===== config.mk =====
export PLATFORM = sky130hd
export DESIGN_NAME = divider_seq_ctrl_flat
export DESIGN_NICKNAME = d
export VERILOG_FILES = /design/src/rtl/divider_seq_ctrl_if.sv /design/src/rtl/divider_seq_ctrl.sv /design/src/flat_wrapper.sv
export SDC_FILE = /design/constraint.sdc
export NUM_CORES = 1
export LEC_CHECK = 0
export CORE_UTILIZATION = 40
export DETAILED_ROUTE_END_ITERATION = 16
export PLACE_DENSITY_LB_ADDON = 0.3
export SETUP_SLACK_MARGIN = 0.3
export SLEW_MARGIN = 0
export SYNTH_ARGS = -nofsm -noshare
export SYNTH_HDL_FRONTEND = slang
export SYNTH_SLANG_ARGS = --single-unit

===== constraint.sdc =====
create_clock -name clk -period 2 [get_ports clk]
set_input_delay 0.3 -clock clk [delete_from_list [all_inputs] [get_ports clk]]
set_output_delay 0.3 -clock clk [all_outputs]
set_load 0.02 [all_outputs]

===== src/rtl/divider_seq_ctrl_if.sv =====
// Bus-side handshake between the divider sequencer and its requester.
// The requester drives start/divisor_zero/abort and observes status and progress.
interface divider_seq_ctrl_if #(
  parameter int CNT_W = 5
);
  logic             start;
  logic             divisor_zero;
  logic             abort;
  logic             busy;
  logic             done;
  logic             dbz_err;
  logic [CNT_W-1:0] iter_cnt;

  modport master (
    output start, divisor_zero, abort,
    input  busy, done, dbz_err, iter_cnt
  );

  modport slave (
    input  start, divisor_zero, abort,
    output busy, done, dbz_err, iter_cnt
  );
endinterface


===== src/rtl/divider_seq_ctrl.sv =====
// Sequencer for a restoring divider: drives load/clear/shift/subtract strobes
// over WIDTH iterations and reports busy/done/divide-by-zero on the bus side.
module divider_seq_ctrl #(
  parameter int WIDTH = 16,
  parameter int CNT_W = $clog2(WIDTH + 1)
) (
  input  logic                clk,
  input  logic                reset,
  divider_seq_ctrl_if.slave   bus,
  input  logic                diff_neg,
  output logic                load_q,
  output logic                load_m,
  output logic                clr_a,
  output logic                shift_aq,
  output logic                load_a,
  output logic                set_q0
);

  typedef enum logic [2:0] {
    S_IDLE  = 3'd0,
    S_LOAD  = 3'd1,
    S_SHIFT = 3'd2,
    S_SUB   = 3'd3,
    S_DONE  = 3'd4,
    S_ERR   = 3'd5
  } state_t;

  localparam logic [CNT_W-1:0] LAST_ITER = CNT_W'(WIDTH - 1);

  state_t           state_q, state_d;
  logic [CNT_W-1:0] iter_cnt_q, iter_cnt_d;
  logic             dbz_err_q, dbz_err_d;
  logic             load_grp_q, load_grp_d;
  logic             shift_q, shift_d;
  logic             busy_q, busy_d;
  logic             done_q, done_d;

  // Next state, counter and error flag; strobes are derived from the next
  // state so they are registered and never see start/divisor_zero directly.
  always_comb begin
    state_d    = state_q;
    iter_cnt_d = iter_cnt_q;
    dbz_err_d  = dbz_err_q;
    case (state_q)
      S_IDLE: begin
        if (bus.start && !bus.divisor_zero) begin
          state_d   = S_LOAD;
          dbz_err_d = 1'b0;
        end else if (bus.start) begin
          state_d   = S_ERR;
          dbz_err_d = 1'b1;
        end else begin
          state_d = S_IDLE;
        end
      end
      S_LOAD: begin
        if (bus.abort) begin
          state_d = S_IDLE;
        end else begin
          state_d    = S_SHIFT;
          iter_cnt_d = {CNT_W{1'b0}};
        end
      end
      S_SHIFT: begin
        if (bus.abort) begin
          state_d = S_IDLE;
        end else begin
          state_d = S_SUB;
        end
      end
      S_SUB: begin
        if (bus.abort) begin
          state_d = S_IDLE;
        end else begin
          iter_cnt_d = iter_cnt_q + CNT_W'(1);
          if (iter_cnt_q == LAST_ITER) begin
            state_d = S_DONE;
          end else begin
            state_d = S_SHIFT;
          end
        end
      end
      S_DONE:  state_d = S_IDLE;
      S_ERR:   state_d = S_IDLE;
      default: state_d = S_IDLE;
    endcase

    load_grp_d = (state_d == S_LOAD);
    shift_d    = (state_d == S_SHIFT);
    busy_d     = (state_d == S_LOAD) || (state_d == S_SHIFT) || (state_d == S_SUB);
    done_d     = (state_d == S_DONE) || (state_d == S_ERR);
  end

  // State, counter, error flag and registered outputs.
  always_ff @(posedge clk or posedge reset) begin
    if (reset) begin
      state_q    <= S_IDLE;
      iter_cnt_q <= {CNT_W{1'b0}};
      dbz_err_q  <= 1'b0;
      load_grp_q <= 1'b0;
      shift_q    <= 1'b0;
      busy_q     <= 1'b0;
      done_q     <= 1'b0;
    end else begin
      state_q    <= state_d;
      iter_cnt_q <= iter_cnt_d;
      dbz_err_q  <= dbz_err_d;
      load_grp_q <= load_grp_d;
      shift_q    <= shift_d;
      busy_q     <= busy_d;
      done_q     <= done_d;
    end
  end

  assign load_q   = load_grp_q;
  assign load_m   = load_grp_q;
  assign clr_a    = load_grp_q;
  assign shift_aq = shift_q;
  // Restore is implicit: a negative difference simply suppresses both writes.
  assign load_a   = (state_q == S_SUB) & ~diff_neg;
  assign set_q0   = (state_q == S_SUB) & ~diff_neg;

  assign bus.busy     = busy_q;
  assign bus.done     = done_q;
  assign bus.dbz_err  = dbz_err_q;
  assign bus.iter_cnt = iter_cnt_q;

endmodule


===== src/flat_wrapper.sv =====
// flat-port wrapper written by rule: the top's interface ports become plain ports
module divider_seq_ctrl_flat 
#(
  parameter int WIDTH = 16,
  parameter int CNT_W = $clog2(WIDTH + 1)
)
  (clk, reset, diff_neg, load_q, load_m, clr_a, shift_aq, load_a, set_q0, bus_start, bus_divisor_zero, bus_abort, bus_busy, bus_done, bus_dbz_err, bus_iter_cnt);
  divider_seq_ctrl_if #(.CNT_W(CNT_W)) bus_i ();
  input  logic clk;
  input  logic reset;
  input  logic diff_neg;
  output logic load_q;
  output logic load_m;
  output logic clr_a;
  output logic shift_aq;
  output logic load_a;
  output logic set_q0;
  input wire logic [$bits(bus_i.start)-1:0] bus_start;
  input wire logic [$bits(bus_i.divisor_zero)-1:0] bus_divisor_zero;
  input wire logic [$bits(bus_i.abort)-1:0] bus_abort;
  output wire logic [$bits(bus_i.busy)-1:0] bus_busy;
  output wire logic [$bits(bus_i.done)-1:0] bus_done;
  output wire logic [$bits(bus_i.dbz_err)-1:0] bus_dbz_err;
  output wire logic [$bits(bus_i.iter_cnt)-1:0] bus_iter_cnt;
  assign bus_i.start = bus_start;
  assign bus_i.divisor_zero = bus_divisor_zero;
  assign bus_i.abort = bus_abort;
  assign bus_busy = bus_i.busy;
  assign bus_done = bus_i.done;
  assign bus_dbz_err = bus_i.dbz_err;
  assign bus_iter_cnt = bus_i.iter_cnt;
  divider_seq_ctrl #(.WIDTH(WIDTH), .CNT_W(CNT_W)) u_core (.clk(clk), .reset(reset), .bus(bus_i), .diff_neg(diff_neg), .load_q(load_q), .load_m(load_m), .clr_a(clr_a), .shift_aq(shift_aq), .load_a(load_a), .set_q0(set_q0));
endmodule

==> flow_metrics.tcl <==
set metrics [dict create \
    status "completed" \
    htree_levels 1 \
    antenna_found_initial 0 \
    grtUsageTotal 0.188 \
    start_util 0.454 \
    relSlewSlack 0.676 \
    vdd_drop_max_uv 609 \
    drv_slew 0 \
    yosysSeqAreaShare 0.524 \
    placed_cell_area_um2 820 \
    firstDrtPassIters 4 \
    finalClockSkew_ns 0.00469 \
    synth_cell_types 22 \
    rsz0062_at_grt "no" \
    cts_buffers 3 \
    overflow 0 \
    path_delay_family "buffers and inverters" \
    cts_root_buffer "clkbuf_4" \
    arrival_ns 1.32 \
    finalHoldViolCount 0 \
    port_buffers 19 \
    rows 13 \
    required_ns 1.70 \
    cap_violations 0 \
    drc_errors 0 \
    worstPathMaxFanout 5 \
    dieArea_mm2 0.00171 \
    grt_pass1_vias 425 \
    finalSetupViolCount 0 \
    grt_max_degree 14 \
    clk_latency_ns 0.27 \
    power_density_mw_per_mm2 1110 \
    wirelength_um 1250 \
    synth_area_um2 621 \
    drive_gt1_frac 0.205 \
    endpoint_kind "output pin" \
    path_buf_inv 1 \
    cts_tree "built" \
    drt-wirelength-per-cell_um 13.4 \
    path_cells "clkdlybuf4s50_1" \
    final_antenna_net_count 0 \
    p_leak_nw 0.376 \
    grt_first_pass_wirelength_um 1960 \
    layout.cell_area.non_filler_um2 851 \
    startpoint_type "flop" \
    gp_congestion 0.697 \
    ys_ff_latch 13 \
    avgSynthCellArea_um2 10.7 \
    fin_crit_sh 0.809 \
    die_w_um 41.4 \
    antennaDiodeCount 0 \
    synthesis.instances 58 \
    cts_max_path_buffers 2 \
    io_pins 20 \
    place_hpwl_um 862 \
    nets 87 \
    yosysWarnings 0 \
    critical_path.slowest_cell "clkdlybuf4s50_1" \
    core_area_mm2 0.00137 \
    worst_pin_slew_ns 0.486 \
    hp-class "input pin to async pin" \
    fin_crit_ns 1.62 \
    totalNegativeSetupSlack_ns 0 \
    die_y_um 41.4 \
    drt_iter0_markers 15 \
    viasPerCell 5.54 \
    worstSetupPathType "flop to output pin" \
    path_clk_slew_ns 0.08 \
    numClockSinks 13 \
    slowest_delay_ns 0.63 \
    areaGrowthSynthToFinish_pct 37.1 \
    max_clock_freq_ghz 0.618 \
    synth_nets 66 \
    routed-via-count 515 \
]
==> per-stage QoR <==
| stage | setup WS [ns] | utilization | hold WS, ns | total power (W) | instances |
|---|---|---|---|---|---|
| 3_5_place_dp | 0.0810 | 0.600 | 0.513 | 0.000786 | 89 |
| 4_1_cts | 0.288 | 0.626 | 0.352 | 0.000952 | 93 |
| 6_report | 0.382 | 0.623 | 0.339 | 0.000948 | 93 |
| 2_1_floorplan | 0.306 | - | 0.177 | 0.000616 | 58 |
| 5_1_grt | 0.304 | 0.623 | 0.407 | 0.00102 | 93 |
| 3_3_place_gp | 0.120 | 0.600 | 0.490 | 0.000775 | 89 |
==> power breakdown <==
part           internal, W  leakage [nW]  switching [W]  total, W
Combinational     0.000201         0.190       0.000191  0.000392
Clock            0.0000740        0.0177      0.0000821  0.000156
Sequential        0.000334         0.169      0.0000661  0.000400
Total             0.000609         0.376       0.000339  0.000948
==> cell type report <==
class / count / area [µm²]
inverter: 2 / 7.51
sequential: 13 / 327
clock inverter: 1 / 5.00
multi-input combinational: 38 / 275
tap: 15 / 18.8
fill: 125 / 515
timing repair buffer: 21 / 195
clock buffer: 3 / 22.5
==> cell usage in the layout, fill, tap and decap left out <==
cell and count:
clkdlybuf4s50_1 17, dfrtp_1 12, nand2_1 6, o21ai_0 6, nor2_1 4, and3_1 3
clkbuf_4 3, and4bb_2 2, nor2b_1 2, mux2_2 2, a22o_1 2, inv_1 2
nand2b_1 2, ha_2 2, clkbuf_2 2, buf_4 2, or3b_1 1, a2bb2oi_1 1
nor4b_1 1, a2111oi_0 1, nor4_4 1, nor3b_1 1, a21oi_1 1, clkinv_2 1
dfrtp_2 1
==> timing repair <==
item / in CTS / in global routing
resized for setup: 4 / 5
setup buffers: 0 / 0
hold buffers: 0 / 0
endpoints found under the setup margin: 4 / 5
pin swaps: 0 / 1
==> worst paths after layout <==
path	start	endpoint	slack, ns	cells after the start
max	u_core.bus.iter_cnt[3]	bus_iter_cnt[3]	0.38	1
min	reset	u_core.shift_aq	0.34	2
max reg2reg	u_core.bus.iter_cnt[0]	u_core.bus.busy	0.40	6
min reg2reg	u_core.bus.dbz_err	u_core.bus.dbz_err	0.52	1
max in group asynchronous	reset	u_core.bus.iter_cnt[0]	1.31	2
min in group clk	u_core.bus.dbz_err	u_core.bus.dbz_err	0.52	1
==> synth_stat cells <==
cell | n | share of area
a2111oi_0 | 1 | 0.014
a21oi_1 | 1 | 0.0081
a22o_1 | 2 | 0.028
a2bb2oi_1 | 1 | 0.014
and3_1 | 3 | 0.030
and4bb_2 | 2 | 0.040
buf_2 | 1 | 0.0081
buf_4 | 3 | 0.036
clkbuf_2 | 1 | 0.0081
dfrtp_1 | 13 | 0.52
ha_1 | 2 | 0.040
inv_1 | 2 | 0.012
mux2_2 | 2 | 0.036
nand2_1 | 6 | 0.036
nand2b_1 | 2 | 0.020
nor2_1 | 4 | 0.024
nor2b_1 | 2 | 0.020
nor3b_1 | 1 | 0.012
nor4_1 | 1 | 0.010
nor4b_1 | 1 | 0.014
o21ai_0 | 6 | 0.048
or3b_1 | 1 | 0.014
==> routing by layer <==
metal  vias up  GRT usage  routed length [µm]
met5         -          0                   0
met2        19      0.277                 605
li1        246          -                   -
met1       246      0.243                 549
met4         0      0.137                  27
met3         4     0.0319                  66
==> state kept, by name (all words and copies together), names as in the netlist <==
register	count
u_core.bus.iter_cnt	5
u_core.state_q	3
u_core.bus.busy	1
u_core.bus.dbz_err	1
u_core.bus.done	1
u_core.clr_a	1
u_core.shift_aq	1
==> cell families (layout without fill, tap and decap cells) <==
logic type / count (synthesis) / after routing / share of synthesized area
and+or+nand+nor: 23 / 23 / 0.222
DFF: 13 / 13 / 0.524
buffers and inverters: 7 / 27 / 0.0645
AOI/OAI and AO/OA: 11 / 11 / 0.113
muxes: 2 / 2 / 0.0363
adders and majority gates: 2 / 2 / 0.0403
No activity file was read; power rests on OpenSTA's default activity.
